**config.mk**
```make
export PLATFORM = sky130hd
export DESIGN_NAME = seq_det_scheduler
export DESIGN_NICKNAME = d
export VERILOG_FILES = /design/src/rtl/seq_det_scheduler.sv
export SDC_FILE = /design/constraint.sdc
export NUM_CORES = 1
export LEC_CHECK = 0
export ABC_AREA = 1
export BUFFER_PORTS_ARGS = -buffer_cell sky130_fd_sc_hd__buf_2
export CAP_MARGIN = 20
export CELL_PAD_IN_SITES_DETAIL_PLACEMENT = 1
export CELL_PAD_IN_SITES_GLOBAL_PLACEMENT = 1
export CORE_MARGIN = 2
export CORE_UTILIZATION = 30
export DETAILED_ROUTE_END_ITERATION = 8
export PLACE_DENSITY_LB_ADDON = 0.1
export SYNTH_ARGS = -nofsm -noshare
export SYNTH_HDL_FRONTEND = slang
export SYNTH_SLANG_ARGS = --single-unit
```
**constraint.sdc**
```tcl
create_clock -name clk -period 5.4 [get_ports clk]
set_input_delay 0.27 -clock clk [delete_from_list [all_inputs] [get_ports clk]]
set_output_delay 0.27 -clock clk [all_outputs]
set_load 0.05 [all_outputs]
```
**src/rtl/seq_det_scheduler.sv**
```systemverilog
// Sequencer for a serial pattern detector: serializes words MSB-first, counts detector ticks,
// and ends a run on the match target. Optional no-match timeout under SEQ_DET_TIMEOUT_EN.
module seq_det_scheduler #(
    parameter int WIDTH       = 8,
    parameter int CW          = 8,
    parameter int TIMEOUT_CYC = 256
) (
    input  logic             clk,
    input  logic             rst,
    input  logic             start,
    input  logic             abort,
    input  logic [CW-1:0]    match_target,
    input  logic [WIDTH-1:0] word_data,
    input  logic             word_valid,
    output logic             word_ready,
    output logic             det_rst,
    output logic             det_bit,
    input  logic             det_tick,
    output logic             busy,
    output logic             done,
    output logic             timeout,
    output logic [CW-1:0]    match_count
);
    localparam int BW = (WIDTH > 2) ? $clog2(WIDTH) : 1;

    if (WIDTH < 2 || CW < 1 || TIMEOUT_CYC < 1) begin : g_param_chk
        $error("seq_det_scheduler: illegal parameters");
    end

    typedef enum logic [2:0] {S_IDLE, S_ARM, S_WAIT, S_SHIFT, S_DONE} state_t;

    state_t           state, state_nxt;
    logic [CW-1:0]    target;
    logic [WIDTH-1:0] shreg;
    logic [BW-1:0]    bit_idx;
    logic [CW-1:0]    cnt_inc;
    logic             active, tick_s, target_hit, to_hit, accept, run_start;

    assign active     = (state == S_WAIT) || (state == S_SHIFT);
    assign tick_s     = active && det_tick;
    assign cnt_inc    = (&match_count) ? match_count : match_count + CW'(1);
    assign target_hit = tick_s && (cnt_inc == target);
    assign run_start  = (state == S_IDLE) && start && !abort;

    // A word offered in the cycle the run ends must not be consumed.
    assign word_ready = (state == S_WAIT) && !target_hit && !to_hit;
    assign accept     = word_ready && word_valid;

    assign busy    = (state == S_ARM) || active;
    assign det_rst = busy;
    assign done    = (state == S_DONE);

`ifdef SEQ_DET_TIMEOUT_EN
    localparam int TW = $clog2(TIMEOUT_CYC + 1);
    logic [TW-1:0] to_cnt;

    // A tick in the same cycle restarts the window, so it always beats the timeout.
    assign to_hit = active && !det_tick && ((to_cnt + TW'(1)) == TW'(TIMEOUT_CYC));

    always_ff @(posedge clk) begin
        if (!rst) begin
            to_cnt  <= '0;
            timeout <= 1'b0;
        end else begin
            if (state == S_ARM || tick_s)
                to_cnt <= '0;
            else if (active)
                to_cnt <= to_cnt + TW'(1);
            timeout <= to_hit && (state_nxt == S_DONE);
        end
    end
`else
    assign to_hit  = 1'b0;
    assign timeout = 1'b0;
`endif

    always_comb begin
        state_nxt = state;
        case (state)
            S_IDLE:  if (start) state_nxt = (match_target != '0) ? S_ARM : S_DONE;
            S_ARM:   state_nxt = S_WAIT;
            S_WAIT: begin
                if (target_hit || to_hit) state_nxt = S_DONE;
                else if (accept)          state_nxt = S_SHIFT;
            end
            S_SHIFT: begin
                if (target_hit || to_hit) state_nxt = S_DONE;
                else if (bit_idx == '0)   state_nxt = S_WAIT;
            end
            S_DONE:  state_nxt = S_IDLE;
            default: state_nxt = S_IDLE;
        endcase
        if (abort) state_nxt = S_IDLE;
    end

    always_ff @(posedge clk) begin
        if (!rst) begin
            state       <= S_IDLE;
            target      <= '0;
            shreg       <= '0;
            bit_idx     <= '0;
            det_bit     <= 1'b0;
            match_count <= '0;
        end else begin
            state <= state_nxt;
            if (run_start) begin
                target      <= match_target;
                match_count <= '0;
            end else if (tick_s) begin
                match_count <= cnt_inc;
            end
            if (accept) begin
                shreg   <= word_data;
                bit_idx <= BW'(WIDTH - 1);
            end else if (state == S_SHIFT) begin
                det_bit <= shreg[WIDTH-1];
                shreg   <= {shreg[WIDTH-2:0], 1'b0};
                bit_idx <= bit_idx - BW'(1);
            end
        end
    end
endmodule

```
After elaboration in Yosys (flattened, before gate mapping)
Index checks and enable logic that the tools add are counted.
- add/subtract/negate cells: 2
- reductions and logical operators: 19
- muxes and demuxes: 12
- eq/ne operators: 8
- bitwise logic cells: 2
- operators with widths (kind ; count):
    $mux W3 ; 8
    $mux W8 ; 3
    $pmux W3 S4 ; 1
    $add A8 B1 Y8 const B ; 1
    $eq A8 B8 Y1 ; 1
    $reduce_and A8 Y1 ; 1
    $reduce_bool A8 Y1 ; 1
    $eq A3 B2 Y1 const B ; 2
    $logic_and A1 B1 Y1 ; 6
    $logic_not A3 Y1 ; 2
    $reduce_or A2 Y1 ; 2
    $eq A3 B1 Y1 const B ; 1
    $eq A3 B3 Y1 const B ; 1
    $ne A3 B2 Y1 const B ; 1
    $ne A3 B3 Y1 const B ; 1
    $reduce_and A3 Y1 ; 1
    $sub A3 B1 Y3 const B ; 1
    $logic_not A1 Y1 ; 2
    $logic_or A1 B1 Y1 ; 2
    $ne A2 B2 Y1 const B ; 1
    $not A1 Y1 ; 2
    $reduce_and A2 Y1 ; 1
    $reduce_bool A2 Y1 ; 1
- flip-flop bits (word level): 31
- output and inout port bits: 14
- input bits: 22
- word-level logic and storage cells: 49

Logic depth before layout (Yosys ltp)
- word-level depth: 10
- depth in mapped cells: 17
- mapped depth without buffers: 17

Worst setup path after synthesis
OpenSTA, ideal clock, no wires.
- kind: register to output
- start point: register match_count[0]
- end point: output port word_ready
- required time: 5.130 ns
- arrival: 2.208 ns
- path buffers: 1
- stages on the path, launching flop included: 13
- slack: 2.922 ns
- cell sequence: dfxtp_1 ha_1 inv_1 nor2_2 nand2_1 buf_6 nand2_2 nand3b_1 nand3_2 nor2_4 nand3_4 nand2_1 inv_1
- word-level cells in the longest chain between the ends: 6
- elaborated cells on any way between the ends: 7
- classes of those cells: 1 x add/sub; 1 x eq/ne; 1 x mux; 4 x reduce/logical
- RTL lines (element ; RTL line ; RTL):
    start: declaration ; 22 ; output logic [CW-1:0] match_count
    start signal: assignment ; 110 ; match_count <= cnt_inc;
    $add A8 B1 Y8 / $reduce_and A8 Y1 (equally long branches) ; 41 ; assign cnt_inc = (&match_count) ? match_count : match_count + CW'(1);
    $mux W8 (*) ; 41 ;
    $eq A8 B8 Y1 (*) ; 42 ; assign target_hit = tick_s && (cnt_inc == target);
    $logic_and A1 B1 Y1 (*) ; 42 ;
    $logic_not A1 Y1 (*) ; 46 ; assign word_ready = (state == S_WAIT) && !target_hit && !to_hit;
    $logic_and A1 B1 Y1 (*) ; 46 ;
    end: declaration ; 15 ; output logic word_ready,
Every way passes the cells marked *; elsewhere a longest branch is shown, timed or not.

Worst setup path after layout
Ends and elaborated chain as after synthesis.

==> impl_metrics.ini <==
[critical_path]
critPathMaxFanout = 11
worstRegToRegCells = 16
startpoint_type = flop
path_class = reg -> out
crit_arrival_ns = 2.50
end_kind = output port
required_ns = 5.13

[route]
remaining_drc_errors = 0
dr_wl_met2_um = 2390
route.met3.wl_um = 186
via_per_inst = 4.69
dr.pass1.iters = 4
wl_um = 5140
vias = 1901
m1WireLength_um = 2500
ant_nets = 0
drt_iter0_drc = 37
highest-signal-layer = met4
route.detailed.wl_per_inst_um = 12.7

[global_route]
grt_max_degree = 16
overflow = 0
antenna_found_initial = 0
grt_pass1_vias = 1836
grt_usage_pct = 15.6
grt_pass1_wl_um = 8800

[cts]
numCtsBuffers = 5
post_cts_buffers = 0
clockBufferDepth = 2
cts.sinks = 31
cts_resized = 0
clkTransAtPathRegs_ns = 0.07
clock_latency_ns = 0.29
cts_root_buf = clkbuf_8
ctsHoldBuffers = 0
cts.htree.levels = 2
cts_tree = built

[place]
postPlaceCellArea_um2 = 2110
gp_congestion = 0.816
preCtsSetupSlack_ns = 2.95
portBuffers = 34
hpwl_um = 4100
place_inst = 397

[finish]
stdcell_count = 405
final_core_util_pct = 37.3
syn2layout_area_growth_pct = 18.0
nFillCells = 791
design_area_um2 = 2230
drive_above_1_share_pct = 22.1
multiInputGateArea_um2 = 1040
nets = 354
register_area_um2 = 621
diodes = 0

[sta]
slew_headroom_pct = 41.3
worstMarginPinSlew_ns = 0.878
fmax_mhz = 361
finalWorstSetupSlack_ns = 2.63
finalCriticalPeriod_ns = 2.77
timing.final.hold_violations = 0
fin_crit_sh_pct = 51.3
final-max-slew-violation-count = 0
whs_ns = 0.234
setup_viol = 0
finalClockSkew_ns = 0.00661
setup_tns_ns = 0
rsz0062_at_grt = no

[synth]
synth_edf_count = 0
ys_top_cells_by_count = 69 x nand2_1, 44 x inv_1, 35 x nor2_1
synth.distinct_cells = 34
synth_area_per_cell_um2 = 6.41
async_flop_share_pct = 0
synth-seq-cells = 31
ys_warn_count = 0
syn_inst = 295
synth.most_common_cell = nand2_1
yosys-top-cells-area = dfxtp_1 33%, nand2_1 14%, inv_1 8.7%, nand3_1 7.9%, nor2_1 6.9%
ys.flop_type = dfxtp_1
yosys.area.top_type = dfxtp_1
syn_nets = 320
ys_seq_area_share_pct = 32.8
syn_area_um2 = 1890
synthDominantCellAreaShare_pct = 32.8

[status]
outcome = completed

[pwr]
intPower_uw = 409
power_switching_uw = 153
p_leak_nw = 1.07
ir_drop_v = 0.0000946
pwr-share-seq_pct = 43.0
power.total_uw = 562
p_clk_share_pct = 44.1
power.density_nw_per_um2 = 252
share_comb_of_total_power_pct = 12.9
switching_share_pct = 27.2

[floorplanning]
initial_core_util_pct = 31.6
row_count = 28
pin_count = 36
die-height_um = 83.4
die_x_um = 83.4
core_area_um2 = 5990
dieArea_um2 = 6960

[flow_run]
cap_viol_max_count = 0

[min_path]
hold_class = in -> reg
hold-path-cell-count = 3
## layout make-up
type / count / share of cell area, %
Tap cell: 75 / 4.20
Multi-Input combinational cell: 206 / 46.4
Sequential cell: 31 / 27.8
Inverter: 51 / 8.69
Clock inverter: 2 / 1.57
Timing Repair Buffer: 34 / 7.62
Clock buffer: 6 / 3.70
## worst max-delay path, cell delays in order, from the launching register on
cell      delay, ns
dfxtp_1        0.42
ha_1           0.24
inv_1          0.06
nor2_2         0.16
nand2_1        0.30
nand2_1        0.18
nand2_1        0.06
nand2_1        0.08
clkinv_1       0.06
nand3_1        0.09
nor2_2         0.05
nand3_4        0.09
nand2_1        0.08
inv_1          0.06
buf_2          0.25
## kinds of logic (layout without fill, tap and decap cells)
logic type                 count (synthesis)  in the layout  share of synthesized area, %
and+or+nand+nor                          167            167                          41.9
other                                      1              1                         0.198
DFF                                       31             31                          32.8
xor gates and xnor gates                   2              2                         0.926
adders and majority gates                  3              3                          1.98
buffers and inverters                     58             93                          12.4
AOI/OAI and AO/OA                         33             33                          9.72
## worst paths after layout
path | to | startpoint | slack (ns)
worst min-delay path | target[0] | match_target[0] | 0.23
worst max register to register | bit_idx[0] | match_count[0] | 2.98
worst min register to register | shreg[0] | shreg[0] | 0.47
worst max-delay path | word_ready | match_count[0] | 2.63
## power groups by stage
stage	registers, mW	logic, mW	clock network (mW)
after global placement	0.247	0.0732	0
after global routing	0.243	0.0830	0.265
after CTS	0.242	0.0736	0.255
after floorplan	0.249	0.0489	0
final	0.242	0.0723	0.248
after detailed placement	0.247	0.0732	0
## registers in the layout (all words and copies together) (netlist names)
name,flops
bit_idx,3
det_bit,1
match_count,8
shreg,8
state,3
target,8
## cells in the final DEF (no fill, tap or decap)
cell type / count
nor2_2: 10
inv_2: 4
nor3_1: 3
nor2_4: 2
buf_2: 34
dfxtp_1: 31
nand3_2: 1
bufinv_16: 1
or2_2: 1
nand3_1: 30
a21oi_2: 1
nand3b_1: 2
nand2_2: 7
clkinv_1: 2
inv_1: 44
o211ai_1: 4
o21ai_1: 1
nand4_1: 1
o21bai_1: 1
clkinv_2: 1
o21ai_0: 13
xnor2_1: 1
nor3b_1: 1
a21oi_1: 12
inv_4: 1
clkbuf_8: 6
nor4_1: 1
nor2_1: 35
xor2_1: 1
ha_1: 3
nand3_4: 2
nand2_4: 2
nand2_1: 69
conb_1: 1
a211oi_1: 1
## per-layer routing
metal  up-vias  GRT usage, %
met2        27          25.0
li1        982             -
met5         -             0
met1       887          20.9
met3         5          4.08
met4         0          4.25
No activity file was read; power rests on OpenSTA's default activity.
